## src/rtl/slink_frm_pkg.sv

```systemverilog
// Shared SLINK frame layout: control/header bit positions, receiver states and
// the default payload limit.
package slink_frm_pkg;

    localparam int unsigned SOF_BIT = 17;
    localparam int unsigned EOF_BIT = 16;
    localparam int unsigned DST_HI  = 15;
    localparam int unsigned DST_LO  = 12;
    localparam int unsigned TYPE_HI = 11;
    localparam int unsigned TYPE_LO = 8;

    localparam int unsigned MAX_LEN = 256;

    typedef enum logic [2:0] {
        ST_IDLE = 3'd0,
        ST_LEN  = 3'd1,
        ST_BODY = 3'd2,
        ST_CSUM = 3'd3,
        ST_DROP = 3'd4
    } rx_state_t;

endpackage

```

## src/rtl/frm_csum16.sv

```systemverilog
// 16-bit wrap-around frame checksum: loads on the header, accumulates length
// and payload words, and compares the running sum against the presented word.
module frm_csum16 (
    input  logic        clk,
    input  logic        rst_n,
    input  logic        load,
    input  logic        add,
    input  logic [15:0] word,
    output logic [15:0] sum,
    output logic        match
);

    always_ff @(posedge clk or negedge rst_n) begin
        if (!rst_n) begin
            sum <= '0;
        end else if (load) begin
            sum <= word;
        end else if (add) begin
            sum <= sum + word;
        end
    end

    assign match = (sum == word);

endmodule

```

## src/rtl/ex_cfg_rx.sv

```systemverilog
// EX box configuration receiver: parses SLINK frames addressed to this slot and
// writes the payload into the shadow bank of a double-buffered config RAM.
module ex_cfg_rx #(
    parameter int unsigned TMO_CYC = 1024,
    parameter int unsigned MAX_LEN = slink_frm_pkg::MAX_LEN
) (
    input  logic        clk_125m,
    input  logic        rst_125m_n,
    input  logic [3:0]  box_slot,
    input  logic        slink_mm_empty,
    output logic        slink_mm_rdreq,
    input  logic        slink_mm_dval,
    input  logic [17:0] slink_mm_data,
    output logic        cfg_wr_en,
    output logic [8:0]  cfg_wr_addr,
    output logic [15:0] cfg_wr_data,
    output logic        cfg_bank,
    output logic [8:0]  cfg_len,
    output logic [3:0]  cfg_type,
    output logic        frm_ok,
    output logic        frm_err,
    output logic [7:0]  err_cnt,
    output logic        rx_active
);

    import slink_frm_pkg::*;

    localparam int unsigned TW = (TMO_CYC > 1) ? $clog2(TMO_CYC) : 1;

    logic [1:0]    rst_sync;
    logic          rst_n_s;
    rx_state_t     state;
    logic [TW-1:0] tmo_cnt;
    logic [8:0]    len_l;
    logic [8:0]    cnt;
    logic [8:0]    cnt_nx;
    logic [3:0]    type_l;
    logic [15:0]   word;
    logic          sof;
    logic          eof;
    logic          hdr_hit;
    logic          len_bad;
    logic          active;
    logic          csum_load;
    logic          csum_add;
    logic          csum_match;
    logic [15:0]   csum_sum;

    // Assertion is immediate, release is retimed through two flops.
    always_ff @(posedge clk_125m or negedge rst_125m_n) begin
        if (!rst_125m_n) begin
            rst_sync <= '0;
        end else begin
            rst_sync <= {rst_sync[0], 1'b1};
        end
    end

    assign rst_n_s        = rst_sync[1];
    assign slink_mm_rdreq = rst_n_s & ~slink_mm_empty;

    assign word    = slink_mm_data[15:0];
    assign sof     = slink_mm_data[SOF_BIT];
    assign eof     = slink_mm_data[EOF_BIT];
    assign hdr_hit = sof && (word[DST_HI:DST_LO] == box_slot);
    assign len_bad = (word == '0) || (32'(word) > MAX_LEN);
    assign cnt_nx  = cnt + 9'd1;
    assign active  = (state == ST_LEN) || (state == ST_BODY) || (state == ST_CSUM);

    assign csum_load = slink_mm_dval && hdr_hit && (state != ST_DROP);
    assign csum_add  = slink_mm_dval && !sof && ((state == ST_LEN) || (state == ST_BODY));

    frm_csum16 u_csum (
        .clk   (clk_125m),
        .rst_n (rst_n_s),
        .load  (csum_load),
        .add   (csum_add),
        .word  (word),
        .sum   (csum_sum),
        .match (csum_match)
    );

    always_ff @(posedge clk_125m or negedge rst_n_s) begin
        if (!rst_n_s) begin
            state       <= ST_IDLE;
            tmo_cnt     <= '0;
            len_l       <= '0;
            cnt         <= '0;
            type_l      <= '0;
            cfg_wr_en   <= 1'b0;
            cfg_wr_addr <= '0;
            cfg_wr_data <= '0;
            cfg_bank    <= 1'b0;
            cfg_len     <= '0;
            cfg_type    <= '0;
            frm_ok      <= 1'b0;
            frm_err     <= 1'b0;
        end else begin
            frm_ok    <= 1'b0;
            frm_err   <= 1'b0;
            cfg_wr_en <= 1'b0;
            if (slink_mm_dval) begin
                tmo_cnt <= '0;
                // A header restarts parsing from any state except DROP; it is
                // only an error when it cuts a frame short.
                if (sof && (state != ST_DROP)) begin
                    frm_err <= (state != ST_IDLE);
                    state   <= hdr_hit ? ST_LEN : ST_DROP;
                    type_l  <= word[TYPE_HI:TYPE_LO];
                end else begin
                    case (state)
                        ST_IDLE: begin
                            frm_err <= 1'b1;
                        end
                        ST_LEN: begin
                            if (eof) begin
                                frm_err <= 1'b1;
                                state   <= ST_IDLE;
                            end else if (len_bad) begin
                                frm_err <= 1'b1;
                                state   <= ST_DROP;
                            end else begin
                                len_l <= word[8:0];
                                cnt   <= '0;
                                state <= ST_BODY;
                            end
                        end
                        ST_BODY: begin
                            if (eof) begin
                                frm_err <= 1'b1;
                                state   <= ST_IDLE;
                            end else begin
                                cfg_wr_en   <= 1'b1;
                                cfg_wr_addr <= {~cfg_bank, cnt[7:0]};
                                cfg_wr_data <= word;
                                cnt         <= cnt_nx;
                                if (cnt_nx == len_l) begin
                                    state <= ST_CSUM;
                                end
                            end
                        end
                        ST_CSUM: begin
                            if (!eof) begin
                                frm_err <= 1'b1;
                                state   <= ST_DROP;
                            end else if (csum_match) begin
                                frm_ok   <= 1'b1;
                                cfg_bank <= ~cfg_bank;
                                cfg_len  <= len_l;
                                cfg_type <= type_l;
                                state    <= ST_IDLE;
                            end else begin
                                frm_err <= 1'b1;
                                state   <= ST_IDLE;
                            end
                        end
                        ST_DROP: begin
                            if (eof) begin
                                state <= ST_IDLE;
                            end
                        end
                        default: begin
                            state <= ST_IDLE;
                        end
                    endcase
                end
            end else if (active) begin
                if (tmo_cnt == TW'(TMO_CYC - 1)) begin
                    frm_err <= 1'b1;
                    state   <= ST_IDLE;
                    tmo_cnt <= '0;
                end else begin
                    tmo_cnt <= tmo_cnt + 1'b1;
                end
            end else begin
                tmo_cnt <= '0;
            end
        end
    end

    always_ff @(posedge clk_125m or negedge rst_n_s) begin
        if (!rst_n_s) begin
            err_cnt <= '0;
        end else if (frm_err && (err_cnt != 8'hFF)) begin
            err_cnt <= err_cnt + 8'd1;
        end
    end

    assign rx_active = active;

endmodule

```

## config.mk

```make
export PLATFORM = sky130hd
export DESIGN_NAME = ex_cfg_rx
export DESIGN_NICKNAME = d
export VERILOG_FILES = /design/src/rtl/slink_frm_pkg.sv /design/src/rtl/frm_csum16.sv /design/src/rtl/ex_cfg_rx.sv
export SDC_FILE = /design/constraint.sdc
export NUM_CORES = 1
export LEC_CHECK = 0
export ABC_AREA = 1
export BUFFER_PORTS_ARGS = -buffer_cell sky130_fd_sc_hd__buf_2
export CORE_ASPECT_RATIO = 1.4
export CORE_MARGIN = 5
export CORE_UTILIZATION = 23
export CTS_CLUSTER_DIAMETER = 120
export DETAILED_ROUTE_END_ITERATION = 8
export PLACE_DENSITY = 0.45
export RECOVER_POWER = 25
export SKIP_CTS_REPAIR_TIMING = 1
export SLEW_MARGIN = 30
export SYNTH_ARGS = -nofsm -noshare
export SYNTH_HDL_FRONTEND = slang
export SYNTH_SLANG_ARGS = --single-unit
```

## constraint.sdc

```tcl
create_clock -name clk_125m -period 4.5 [get_ports clk_125m]
set_input_delay 1.35 -clock clk_125m [delete_from_list [all_inputs] [get_ports clk_125m]]
set_output_delay 1.35 -clock clk_125m [all_outputs]
set_load 0.1 [all_outputs]
```

# --- After elaboration in Yosys (flattened, before gate mapping) ---
# Cells that the tools add are included.
classes:
  n_lt_le_gt_ge: 1
  add_sub_neg: 4
  bitwise: 6
  eq_ne: 16
  reduce_logical: 24
  muxes: 40
op_table:
  columns: ["operator", "count"]
  rows:
  - ["3-bit two-way mux", 11]
  - ["16-bit two-way mux", 2]
  - ["10-bit two-way mux", 3]
  - ["9-bit two-way mux", 3]
  - ["1-bit two-way mux", 18]
  - ["9-bit case mux with 2 select lines", 1]
  - ["16-bit adder", 1]
  - ["16-bit equality test", 1]
  - ["16-bit by 9-bit greater-than comparator with 1-bit output, second input constant", 1]
  - ["16-bit logical NOT", 1]
  - ["3-bit case mux with 5 select lines", 1]
  - ["5-bit AND reduction", 3]
  - ["10-bit by 1-bit adder with 10-bit output, second input constant", 1]
  - ["10-bit equality test, second input constant", 1]
  - ["9-bit by 1-bit adder with 9-bit output, second input constant", 1]
  - ["9-bit equality test", 1]
  - ["8-bit by 1-bit adder with 8-bit output, second input constant", 1]
  - ["8-bit != test, second input constant", 1]
  - ["2-bit nonzero test", 4]
  - ["1-bit logical AND", 7]
  - ["3-bit by 2-bit equality test with 1-bit output, second input constant", 2]
  - ["2-bit != test, second input constant", 3]
  - ["3-bit != test, second input constant", 2]
  - ["6-bit AND reduction", 1]
  - ["14 further kinds", 20]
totals:
  input_bits: 26
  regBits: 103
  output_inout_bits: 52

# --- Logic depth before layout (Yosys ltp) ---
# Gate-level depths: netlist of the first run.
logic_depth:
  ltp_word: 7
  mapped_depth: 14
  mapped_depth_nobuf: 14

# --- By module ---
# From an unflattened synthesis of the first run, not the netlist that was laid out.
hier_totals:
  hier_cells: 727
  hier_area_um2: 5622.9
modules_own_cells:
  columns: ["module", "n_inst", "cells_per_inst", "area_per_inst_um2"]
  rows:
  - ["ex_cfg_rx", 1, 474, 3997.6]
  - ["frm_csum16", 1, 253, 1625.3]

# --- Least setup slack after synthesis of the first run ---
# OpenSTA, ideal clock, no wires.
synth_timing:
  path_kind: "reg2out"
  from: "reg rst_sync[1]"
  to: "out slink_mm_rdreq"
  t_arrival_ns: 3.942
  stages_incl_launch_ff: 3
  path_slack_ns: -0.792
  cell_sequence: "dfrtp_1 inv_1 nor2_1"
synth_via:
  elab_chain_len: 1
synth_lines:
  columns: ["item", "line", "rtl"]
  rows:
  - ["from (decl)", "ex_cfg_rx.sv:30", "logic [1:0] rst_sync;"]
  - ["from (signal assigned)", "ex_cfg_rx.sv:54", "rst_sync <= {rst_sync[0], 1'b1};"]
  - ["1-bit AND", "ex_cfg_rx.sv:59", "assign slink_mm_rdreq = rst_n_s & ~slink_mm_empty;"]
  - ["to (decl)", "ex_cfg_rx.sv:11", "output logic slink_mm_rdreq,"]
# No other way between the ends.

# --- Worst setup path in the final report of the first run ---
layout_timing:
  from: "in slink_mm_empty"
  to: "out slink_mm_rdreq"
layout_via:
  elab_chain_len: 2
layout_lines:
  columns: ["item", "line", "rtl"]
  rows:
  - ["from (decl)", "ex_cfg_rx.sv:10", "input logic slink_mm_empty,"]
  - ["1-bit NOT", "ex_cfg_rx.sv:59", null]
  - ["1-bit AND", "ex_cfg_rx.sv:59", null]
# No other way between the ends.

==> results of run 1 <==
power by group through the flow:
stage / clock, mW / sequential [mW] / combinational (mW)
2_1_floorplan: 0 / 1.31 / 0.592
3_5_place_dp: 0 / 1.13 / 1.00
5_1_grt: 0.941 / 1.13 / 1.12
4_1_cts: 0.904 / 1.11 / 1.01
3_3_place_gp: 0 / 1.13 / 1.00
6_report: 0.875 / 1.11 / 0.999
registers in the layout, summed over array words and instances, names as in the netlist:
signal and cells:
frm_err 1, u_csum.sum 16, cfg_wr_en 1, rst_sync 2, state 3, tmo_cnt 10
cnt 9, cfg_bank 1, type_l 4, frm_ok 1, cfg_wr_addr 9, len_l 9
cfg_len 9, cfg_type 4, cfg_wr_data 16, err_cnt 8
placed cells by master (no fill, tap or decap), types with 18 or more instances in the layout:
cell	Yosys	layout
xor2_1	20	20
inv_1	64	64
o21ai_2	19	19
a21oi_1	22	22
nand3_1	46	45
nor2_1	42	42
dfrtp_1	103	102
ha_1	18	18
buf_2	4	76
o21ai_0	38	38
nand2_1	166	166
synth_stat cells, drive strengths merged:
| master | number | area [sq um] |
|---|---|---|
| nand3b | 3 | 22.5 |
| a21boi | 1 | 7.51 |
| o221ai | 7 | 61.3 |
| o31a | 1 | 8.76 |
| nand4 | 15 | 109 |
| ha | 18 | 225 |
| or2 | 3 | 21.3 |
| dfrtp | 103 | 2580 |
| and2 | 1 | 6.26 |
| nor4 | 2 | 18.8 |
| o21bai | 5 | 37.5 |
| nor3 | 11 | 76.3 |
| o21ai | 64 | 392 |
| a22o | 1 | 8.76 |
| nor2 | 47 | 204 |
| o22ai | 3 | 18.8 |
| a21oi | 23 | 119 |
| xor2 | 20 | 175 |
| fa | 1 | 20.0 |
| xnor2 | 5 | 43.8 |
| a31oi | 1 | 6.26 |
| inv | 78 | 293 |
| nand3 | 48 | 250 |
| conb | 1 | 3.75 |
| nor3b | 2 | 20.0 |
| clkbuf | 4 | 15.0 |
| nand2 | 173 | 672 |
| buf | 8 | 65.1 |
| o211ai | 3 | 22.5 |
| a21o | 2 | 15.0 |
layout make-up:
cell class / instances / area (sq um) / area share (%)
clock inverter: 4 / 77.6 / 1.18
tap: 310 / 388 / 5.91
clock buffer: 12 / 246 / 3.76
inverter: 78 / 293 / 4.46
multi-input combinational: 461 / 2570 / 39.2
sequential: 103 / 2580 / 39.3
timing repair buffer: 80 / 407 / 6.20
layer usage:
metal,GRT usage [%],vias to the layer above,wire [um]
met5,0,-,0
met4,4.56,0,371
met3,1.85,19,323
met2,22.3,61,8660
met1,13.7,2133,6410
li1,-,2308,-
kinds of logic (layout without fill, tap and decap cells):
kind of cell | Yosys count | after routing | share of synthesized area (%)
compound gates | 111 | 111 | 12.6
xor+xnor | 25 | 25 | 3.97
fa+ha+maj | 19 | 19 | 4.45
buf+inv | 90 | 174 | 6.76
flops | 103 | 103 | 46.7
other cells | 1 | 1 | 0.0680
simple gates | 305 | 305 | 25.4
final timing paths:
kind | endpoint | from | cells past startpoint
worst max-delay path | slink_mm_rdreq | slink_mm_empty | 3
worst min-delay path | rst_sync[1] | rst_sync[0] | 0
worst max register to register | u_csum.sum[12] | u_csum.sum[0] | 12
worst min register to register | rst_sync[1] | rst_sync[0] | 0
max in group asynchronous | tmo_cnt[2] | rst_sync[1] | 2
min in group asynchronous | type_l[2] | rst_sync[1] | 1
==> results_dict.tcl, run 1 <==
set metrics [dict create \
    maxCapViolations 0 \
    area_growth_pct 19.0 \
    intPower_mw 1.83 \
    die_h_um 193 \
    status "complete, no violations" \
    share_comb_of_total_power_pct 33.5 \
    clock_power_share_pct 29.3 \
    io_pins 78 \
    finalNonFillerCells 1048 \
    ir_drop_mv 0.189 \
    seq_area_frac_synth_pct 46.7 \
    cp_cell_sequence "buf_2 > nor2_1 > buf_2" \
    yosys_register_bits 103 \
    first_pass_iters 5 \
    min_period_ps 3300 \
    seqPwrFrac_pct 37.2 \
    cts_buffers 9 \
    setup_viol 0 \
    die_area_sq_mm 0.0272 \
    pre_cts_ws_ps 1180 \
    vias 4521 \
    nFillCells 2623 \
    crit_type "input port to output port" \
    hold_violations 0 \
    cts_tree "yes" \
    hold_class "flop to flop" \
    dieWidth_um 141 \
    cp_slowest_stage_delay_ps 420 \
    drive_gt1_share_pct 20.6 \
    ctsLongestPathBuffers 2 \
    drv_slew 0 \
    design_area_sq_mm 0.00656 \
    crit_path_frequent_cell "buf_2" \
    initialDrtViolationCount 287 \
    max_slew_margin_pct 47.7 \
    ff2ff_setup_slack_ps 2300 \
    place_area_sq_mm 0.00624 \
    cp_num_buf_inv 2 \
    max_freq_mhz 303 \
    cp.arrival_ps 1950 \
    clkTransAtPathRegs_ps 70 \
    clock_skew_ps 8.58 \
    syn_inst 654 \
    yosys.cell_types.count 46 \
    crit_path_end_kind "output port" \
    slowest_stage "buf_2" \
    power.switching_mw 1.15 \
    grt_pass1_vias 4618 \
    powerDensity_mw_per_mm2 455 \
    port_buffers 77 \
    tightest_slew_ps 784 \
    worst_slack_ps 1200 \
    grt_pass1_wl_um 25600 \
    syn-num-nets 699 \
    viasPerCell 4.31 \
    leakagePower_nw 3.37 \
    yosys_warnings 0 \
    clock_latency_ps 360 \
    core_area_sq_mm 0.0238 \
    dpl.cell_count 1032 \
    finalPower_mw 2.99 \
    fin_util_pct 27.6 \
    path_max_fanout 1 \
    drt-total-wl_um 15800 \
    grt_overflow 0 \
    syn_avg_cell_area_sq_um 8.43 \
    wl_per_cell_um 15.0 \
    htreeDepth 3 \
    holdWs_ps 353 \
    nNetsFinal 778 \
    place_congestion 0.821 \
    netlist_area_sq_mm 0.00552 \
    grt_max_degree 57 \
    worst_setup_path_start_kind "input port" \
    crit_family "buffers and inverters" \
    dp_hpwl_um 11900 \
    grt_antenna_before_repair 0 \
    rsz0062_at_grt "no" \
    antennaDiodeCount 0 \
    ant_nets 0 \
    cts-root-buf "clkbuf_16" \
    initial_core_util_pct 23.2 \
    swShare_pct 38.6 \
    clkSinkCount 103 \
    grt_use_total_pct 12.0 \
    rows 67 \
    worstPathRequired_ps 3150 \
    drc_errors 0 \
    setup_tns_ps 0 \
    fin_crit_sh_pct 73.4 \
]
Power figures use the tool's default switching activity.
==> inputs of run 2 (changes only) <==
Clock period 4.5 ns to 3.3 ns, I/O delays scaled along.
==> run 2 against run 1 <==
Compared with the run above:
- the run now ends with max-capacitance violations, max-slew violations left
- final area grew 0.13%
- critical path depth is the same
- global-route usage fell by 0.11 points
- sequential share of layout area fell by 0.052 points
- combinational power up 36%
- wire length fell by 0.43%
- utilization is essentially flat
- worst setup slack worse by 580 ps
- via count increased by 0.55%
- first-iteration DRC count grew 24%
- total power grew 36%
- sequential power rose by 36%
==> results_dict.tcl, run 2 (synthesized netlist as in run 1, its figures left out) <==
set metrics [dict create \
    status "finished with violations" \
    violations "max-capacitance violations, max-slew violations" \
    cts_buffers 9 \
    vias 4546 \
    ff2ff_setup_slack_ps 830 \
    cp.arrival_ps 1690 \
    multi_input_area_sq_mm 0.00256 \
    reg2reg_depth 2 \
    ant_nets 0 \
    share_comb_of_total_power_pct 33.6 \
    tightest_slew_ps 1710 \
    rr_endpoint "u_csum.sum[12]" \
    pre_cts_ws_ps 352 \
    clkSinkCount 103 \
    die_h_um 193 \
    intPower_mw 2.48 \
    hold-path-endpoint "rst_sync[1]" \
    clock_skew_ps 13.1 \
    initial_core_util_pct 23.2 \
    setup_viol 0 \
    power.switching_mw 1.57 \
    grt_pass1_wl_um 25500 \
    grt_antenna_before_repair 0 \
    dpl.cell_count 1035 \
    seq_area_sq_mm 0.00258 \
    rr_startpoint "rst_sync[1]" \
    finalNonFillerCells 1051 \
    grt_pass1_vias 4642 \
    max_freq_mhz 373 \
    first_pass_iters 4 \
    core_area_sq_mm 0.0238 \
    crit_path_end_kind "output port" \
    max_slew_margin_pct -14.3 \
    fin_crit_sh_pct 81.2 \
    ir_drop_mv 0.264 \
    drive_gt1_share_pct 20.9 \
    crit_type "flop to output port" \
    reg_top3 "cfg_wr_data x16, u_csum.sum x16, tmo_cnt x10" \
    whs_path_depth 0 \
    dp_hpwl_um 12000 \
    nFillCells 2629 \
    io_pins 78 \
    worst_setup_path_start_kind "flop" \
    ctsLongestPathBuffers 2 \
    drt-total-wl_um 15700 \
    path_max_fanout 4 \
    min_period_ps 2680 \
    clock_power_share_pct 29.1 \
    setup_tns_ps 0 \
    grt_max_degree 65 \
    clkTransAtPathRegs_ps 70 \
    rsz0062_at_grt "no" \
    drv_slew 65 \
    die_area_sq_mm 0.0272 \
    swShare_pct 38.8 \
    powerDensity_mw_per_mm2 617 \
    hold_violations 0 \
    grt_overflow 0 \
    wl_per_cell_um 14.9 \
    nNetsFinal 781 \
    initialDrtViolationCount 356 \
    drc_errors 0 \
    cts-root-buf "clkbuf_16" \
    dieWidth_um 141 \
    final_common_cell "nand2_1" \
    viasPerCell 4.33 \
    antennaDiodeCount 0 \
    layout_common_cells "nand2_1, dfrtp_1, buf_2" \
    worst_slack_ps 620 \
    finalPower_mw 4.06 \
    hp-start "rst_sync[0]" \
    hold_class "flop to flop" \
    cts_tree "yes" \
    leakagePower_nw 3.38 \
    seqPwrFrac_pct 37.3 \
    place_congestion 0.829 \
    maxCapViolations 1 \
    area_growth_pct 19.1 \
    worstPathRequired_ps 2310 \
    htreeDepth 3 \
    clock_latency_ps 360 \
    rows 67 \
    grt_use_total_pct 11.9 \
    port_buffers 77 \
]
run 2: cell count changes in the layout (fill, tap and decap cells not counted), sizes merged:
cell	before	now
clkinvlp	0	1
inv	79	80
buf	79	80
run 2: routing by layer:
metal	global-route usage [%]	vias up	part of all wire [%]
met3	2.15	18	2.7
met4	4.67	0	2.3
li1	-	2316	-
met1	13.7	2146	41
met5	0	-	0
met2	21.6	66	54
run 2: stage by stage:
step           cell area, sq um  util (%)  hold slack (ps)
2_1_floorplan              5520         -              331
3_3_place_gp               6260      26.3              331
3_5_place_dp               6260      26.3              338
4_1_cts                    6580      27.7              354
5_1_grt                    6570      27.6              370
6_report                   6570      27.6              352
run 2: area by class of cell:
cell class | count | share of cell area [%]
sequential | 103 | 39.3
inverter | 78 | 4.46
clock buffer | 10 | 3.48
clock inverter | 6 | 1.37
timing repair buffer | 83 | 6.47
tap | 310 | 5.90
multi-input combinational | 461 | 39.0
run 2: worst max path at each step:
stage / from / to / depth (start not counted) / slack (ps)
after floorplan: rst_sync[1] / slink_mm_rdreq / 2 / 270
after global placement: slink_mm_data[0] / u_csum.sum[12] / 13 / 410
after detailed placement: slink_mm_data[0] / u_csum.sum[12] / 13 / 350
after CTS: state[1] / rx_active / 3 / 610
after global routing: rst_sync[1] / err_cnt[5] / 2 / 350
final: state[1] / rx_active / 3 / 620
run 2: critical path: stages (launching register included):
cell and delay (ps):
dfrtp_1 470, nor2_2 100, nor2_1 240, buf_2 510
run 2: power by group through the flow:
stage          Clock [mW]  Combinational, mW  Sequential [mW]
2_1_floorplan           0              0.808             1.78
3_3_place_gp            0               1.37             1.54
3_5_place_dp            0               1.37             1.54
4_1_cts              1.23               1.38             1.51
5_1_grt              1.28               1.52             1.53
6_report             1.18               1.36             1.51
